## src/rtl/pipe_pkg.sv

```systemverilog
// Shared types and default widths for the writeback pipeline stage.
package pipe_pkg;

    localparam int DEFAULT_DATA_BIT_WIDTH = 32;
    localparam int DEFAULT_REG_NO_WIDTH   = 4;

    typedef struct packed {
        logic [DEFAULT_DATA_BIT_WIDTH-1:0] data;
        logic [DEFAULT_REG_NO_WIDTH-1:0]   regNo;
        logic                              wrReg;
    } wb_entry_t;

    // Slot index of the entry 'offset' places younger than 'base' in a ring of 'depth'.
    function automatic int wrap_slot(input int base, input int offset, input int depth);
        return (base + offset) % depth;
    endfunction

endpackage

```

## src/rtl/pipe_wb_fwd_mux.sv

```systemverilog
// Youngest-match forwarding select over the valid entries of the writeback ring.
module pipe_wb_fwd_mux
    import pipe_pkg::*;
#(
    parameter int DATA_BIT_WIDTH = DEFAULT_DATA_BIT_WIDTH,
    parameter int REG_NO_WIDTH   = DEFAULT_REG_NO_WIDTH,
    parameter logic [DATA_BIT_WIDTH-1:0] RESET_VALUE = '0,
    parameter int DEPTH          = 2,
    parameter int PTR_W          = (DEPTH > 1) ? $clog2(DEPTH) : 1,
    parameter int CNT_W          = $clog2(DEPTH + 1)
) (
    input  logic [DEPTH-1:0][DATA_BIT_WIDTH-1:0] data,
    input  logic [DEPTH-1:0][REG_NO_WIDTH-1:0]   reg_no,
    input  logic [DEPTH-1:0]                     wr_reg,
    input  logic [PTR_W-1:0]                     rd_ptr,
    input  logic [CNT_W-1:0]                     count,
    input  logic [REG_NO_WIDTH-1:0]              query,
    output logic                                 hit,
    output logic [DATA_BIT_WIDTH-1:0]            hit_data
);

    // Walk from oldest to youngest so the last match seen wins.
    always_comb begin
        hit      = 1'b0;
        hit_data = RESET_VALUE;
        for (int age = 0; age < DEPTH; age++) begin
            if (age < int'(count)
                && wr_reg[PTR_W'(wrap_slot(int'(rd_ptr), age, DEPTH))]
                && reg_no[PTR_W'(wrap_slot(int'(rd_ptr), age, DEPTH))] == query) begin
                hit      = 1'b1;
                hit_data = data[PTR_W'(wrap_slot(int'(rd_ptr), age, DEPTH))];
            end
        end
    end

endmodule

```

## src/rtl/pipe_wb_stage.sv

```systemverilog
// Writeback buffer stage: DEPTH-entry in-order FIFO of {data, regNo, wrReg}.
// Optional forwarding lookup enabled by the PIPE_WB_STAGE_FWD_EN macro.
module pipe_wb_stage
    import pipe_pkg::*;
#(
    parameter int DATA_BIT_WIDTH = DEFAULT_DATA_BIT_WIDTH,
    parameter int REG_NO_WIDTH   = DEFAULT_REG_NO_WIDTH,
    parameter logic [DATA_BIT_WIDTH-1:0] RESET_VALUE = '0,
    parameter int DEPTH          = 2
) (
    input  logic                      clk,
    input  logic                      reset,
    input  logic                      inValid,
    output logic                      inReady,
    input  logic [DATA_BIT_WIDTH-1:0] wrRegDataIn,
    input  logic [REG_NO_WIDTH-1:0]   regWriteNoIn,
    input  logic                      wrRegIn,
    input  logic                      flush,
    output logic                      outValid,
    input  logic                      outReady,
    output logic [DATA_BIT_WIDTH-1:0] wrRegDataOut,
    output logic [REG_NO_WIDTH-1:0]   regWriteNoOut,
    output logic                      wrRegOut,
    input  logic [REG_NO_WIDTH-1:0]   fwdRegNo,
    output logic                      fwdHit,
    output logic [DATA_BIT_WIDTH-1:0] fwdData
);

    localparam int PTR_W = (DEPTH > 1) ? $clog2(DEPTH) : 1;
    localparam int CNT_W = $clog2(DEPTH + 1);
    localparam logic [CNT_W-1:0] FULL_COUNT = CNT_W'(DEPTH);
    localparam logic [PTR_W-1:0] LAST_PTR   = PTR_W'(DEPTH - 1);

    logic [DEPTH-1:0][DATA_BIT_WIDTH-1:0] data_q;
    logic [DEPTH-1:0][REG_NO_WIDTH-1:0]   reg_no_q;
    logic [DEPTH-1:0]                     wr_reg_q;
    logic [PTR_W-1:0]                     rd_ptr;
    logic [PTR_W-1:0]                     wr_ptr;
    logic [CNT_W-1:0]                     count;
    logic                                 push;
    logic                                 pop;

    function automatic logic [PTR_W-1:0] next_ptr(input logic [PTR_W-1:0] p);
        return (p == LAST_PTR) ? '0 : p + PTR_W'(1);
    endfunction

    // Ready depends only on registered count, so no path from outReady.
    assign inReady  = (count != FULL_COUNT);
    assign outValid = (count != '0);
    assign push     = inValid && inReady;
    assign pop      = outValid && outReady;

    always_ff @(posedge clk) begin
        if (!reset || flush) begin
            count  <= '0;
            rd_ptr <= '0;
            wr_ptr <= '0;
        end else begin
            if (push) begin
                wr_ptr <= next_ptr(wr_ptr);
            end
            if (pop) begin
                rd_ptr <= next_ptr(rd_ptr);
            end
            if (push && !pop) begin
                count <= count + CNT_W'(1);
            end else if (pop && !push) begin
                count <= count - CNT_W'(1);
            end
        end
    end

    always_ff @(posedge clk) begin
        if (push && reset && !flush) begin
            data_q[wr_ptr]   <= wrRegDataIn;
            reg_no_q[wr_ptr] <= regWriteNoIn;
            wr_reg_q[wr_ptr] <= wrRegIn;
        end
    end

    assign wrRegDataOut  = outValid ? data_q[rd_ptr]   : RESET_VALUE;
    assign regWriteNoOut = outValid ? reg_no_q[rd_ptr] : '0;
    assign wrRegOut      = outValid ? wr_reg_q[rd_ptr] : 1'b0;

`ifdef PIPE_WB_STAGE_FWD_EN
    pipe_wb_fwd_mux #(
        .DATA_BIT_WIDTH(DATA_BIT_WIDTH),
        .REG_NO_WIDTH  (REG_NO_WIDTH),
        .RESET_VALUE   (RESET_VALUE),
        .DEPTH         (DEPTH),
        .PTR_W         (PTR_W),
        .CNT_W         (CNT_W)
    ) fwd_mux (
        .data    (data_q),
        .reg_no  (reg_no_q),
        .wr_reg  (wr_reg_q),
        .rd_ptr  (rd_ptr),
        .count   (count),
        .query   (fwdRegNo),
        .hit     (fwdHit),
        .hit_data(fwdData)
    );
`else
    logic unused_fwd;
    assign unused_fwd = ^fwdRegNo;
    assign fwdHit     = 1'b0;
    assign fwdData    = RESET_VALUE;
`endif

endmodule

```

## config.mk

```make
export PLATFORM = sky130hd
export DESIGN_NAME = pipe_wb_stage
export DESIGN_NICKNAME = d
export VERILOG_FILES = /design/src/rtl/pipe_pkg.sv /design/src/rtl/pipe_wb_fwd_mux.sv /design/src/rtl/pipe_wb_stage.sv
export SDC_FILE = /design/constraint.sdc
export NUM_CORES = 1
export LEC_CHECK = 0
export CAP_MARGIN = 10
export CORE_MARGIN = 5
export CORE_UTILIZATION = 35
export CTS_CLUSTER_DIAMETER = 60
export DETAILED_ROUTE_END_ITERATION = 8
export PLACE_DENSITY_LB_ADDON = 0.15
export SLEW_MARGIN = 25
export SYNTH_ARGS = -nofsm -noshare
export SYNTH_HDL_FRONTEND = slang
export SYNTH_SLANG_ARGS = --single-unit
```

## constraint.sdc

```tcl
create_clock -name clk -period 6.6 [get_ports clk]
set_input_delay 1.32 -clock clk [delete_from_list [all_inputs] [get_ports clk]]
set_output_delay 1.32 -clock clk [all_outputs]
set_load 0.01 [all_outputs]
```

==> out/metrics.cfg <==
[setup_path]
slowest_stage = dfxtp_2
end_kind = output port
startpoint_type = register
cp-startpoint = rd_ptr$_SDFFE_PP0P_
crit_type = register to output port
cp_cell_sequence = buf_4 -> mux2i_1 -> nor2_1 -> clkdlybuf4s50_1
cp.required_ns = 5.28
cpPeakStageDelay_ns = 0.62
critPathTopFamily = buffers and inverters
path_buf_inv = 2
cp.arrival_ns = 2.32
regToRegStartpoint = count[1]$_SDFFE_PP0P_
critPathMaxFanout = 25

[placement]
dp_slack_ns = 3.25
globalplace.congestion = 0.670
dp_hpwl_mm = 3.90
dp_cells = 404
place.port_buffers = 80

[route]
drt_iter0_markers = 48
drt-vias-per-instance = 4.38
dr.pass1.iters = 2
wl_per_cell_um = 14.3
antenna_left = 0
drc = 0
vias = 1835
finalWirelength_mm = 6.01

[sta]
timing.hold.ws_ns = 0.526
setup_ws_ns = 2.96
timing.final.crit_share_pct = 55.2
hold_violations = 0
rsz0062_at_grt = no
relSlewSlack_pct = 37.1
fin_crit_ns = 3.64
final.setup.tns_ns = 0
setup_violations = 0
skew_ns = 0.00500
slew_violations = 0
timing.fmax_ghz = 0.275
worst_pin_slew_ns = 0.941

[die]
start_util_pct = 35.5
die_width_um = 106
die_h_um = 106
io_pins = 118
num_rows = 35
fp.dieArea_sq_um = 11300
design.core.area_sq_um = 9150

[power_and_ir_drop]
p_leak_nw = 1.43
vdd_drop_max_uv = 137
power_density_nw_per_um2 = 250

[clock_tree]
clock-root-buffer = clkbuf_8
clock_latency_ns = 0.33
cts_tree = built
clockBufferDepth = 2
cts_hold_buffers = 0
clkTransAtPathRegs_ns = 0.08
postCtsSetupBuffers = 0
cts.sinks = 78
cts_buffers = 9
cts_resized = 0
cts_max_level = 3

[min_path]
hp-start = wr_ptr$_SDFFE_PP0P_
worstHoldPathType = register to register

[global_route]
grt_max_degree = 39
grt_pass1_wl_mm = 9.31
track_usage_pct = 10.9
grt_pass1_vias = 1907
grt-ovfl-total = 0
antenna_found_initial = 0

[final_layout]
synthToLayoutAreaGrowth_pct = 31.8
instances_no_fill = 419
drive_gt1_share_pct = 7.79
fin_nets = 351
antennaDiodeCount = 0

[yosys]
synth_area_leader_cell = edfxtp_1
synth_edf_count = 74
async_flop_share_pct = 0
syn_avg_cell_area_sq_um = 15.0
synth_cell_types = 18
seq_area_frac_synth_pct = 70.9
synth_commonest_cells = edfxtp_1 (74), nor2_1 (41), mux2i_1 (37), buf_4 (35)
yosysMostFrequentCell = edfxtp_1
synth_top_cells_by_area = edfxtp_1 (68%), mux2i_1 (11%), buf_4 (8.1%), nor2_1 (4.7%), dfxtp_1 (2.5%)
syn_inst = 217
yosysWarnings = 0
synth-seq-cells = 78
netlist.area_leader.share_pct = 68.4
netlist_area_sq_um = 3250
synth_ff_type = edfxtp_1

[job]
drv_cap = 0

[outcome]
run_status = complete, no violations

==> cell families (layout without fill, tap and decap cells) <==
logic type | Yosys count | count (layout) | synth area share (%)
mux | 37 | 37 | 11.4
buf+inv | 45 | 104 | 9.63
xor+xnor | 3 | 3 | 0.809
compound gates | 5 | 5 | 0.771
fa+ha+maj | 1 | 1 | 0.385
flops | 78 | 78 | 70.9
simple gates | 47 | 47 | 5.97
other cells | 1 | 33 | 0.115
==> worst min-delay path, delay by kind of cell (launching register included) <==
family	cells	cell delay, ns
AOI/OAI and AO/OA	2	0.14
DFF	1	0.34
==> registers in the layout (all words and copies together), names as in the netlist <==
name and cells:
data_q 64, wr_ptr 1, rd_ptr 1, reg_no_q 8, wr_reg_q 2, count 2
==> per-stage QoR <==
stage	util, %	area [sq um]	total power [mW]
after floorplan	-	3370	0.644
after global placement	44.4	4070	0.705
after detailed placement	44.4	4070	0.706
after CTS	46.8	4280	1.09
after global routing	46.8	4280	1.12
final	46.8	4280	1.07
==> worst paths after layout <==
| path | depth (start not counted) | to | slack [ns] |
|---|---|---|---|
| hold reg to reg | 2 | wr_ptr$_SDFFE_PP0P_ | 0.53 |
| hold / removal | 2 | wr_ptr$_SDFFE_PP0P_ | 0.53 |
| setup / recovery | 4 | regWriteNoOut[2] | 2.96 |
| setup reg to reg | 5 | count[1]$_SDFFE_PP0P_ | 4.89 |
==> cell usage in the layout (no fill, tap or decap), drive strengths merged, types with 3 or more instances in the layout <==
master         netlist  layout
inv                  4       5
nor2                41      41
clkbuf               1      10
dfxtp                4       4
edfxtp              74      74
mux2i               37      37
clkdlybuf4s50        0      80
conb                 1      33
o21ai                3       3
xor2                 3       3
buf                 40       5
==> layout make-up <==
cell class                 count  area (sq um)
fill                         835          4870
sequential                    78          2300
timing repair buffer          85           838
multi-input combinational    126           772
tap                          111           139
clock buffer                  10           128
clock inverter                 5          83.8
inverter                       4          15.0
==> report_power, final <==
| part | switching (mW) | total (mW) | internal, mW |
|---|---|---|---|
| Clock | 0.166 | 0.378 | 0.212 |
| Combinational | 0.0642 | 0.134 | 0.0701 |
| Sequential | 0.00560 | 0.558 | 0.553 |
| Total | 0.235 | 1.07 | 0.835 |
==> metal layers <==
metal | share of wire [%] | GRT usage, %
met3 | 8.8 | 4.37
met4 | 1.6 | 4.72
met2 | 49 | 18.6
met5 | 0 | 0
met1 | 41 | 11.9
Power figures use the tool's default switching activity.
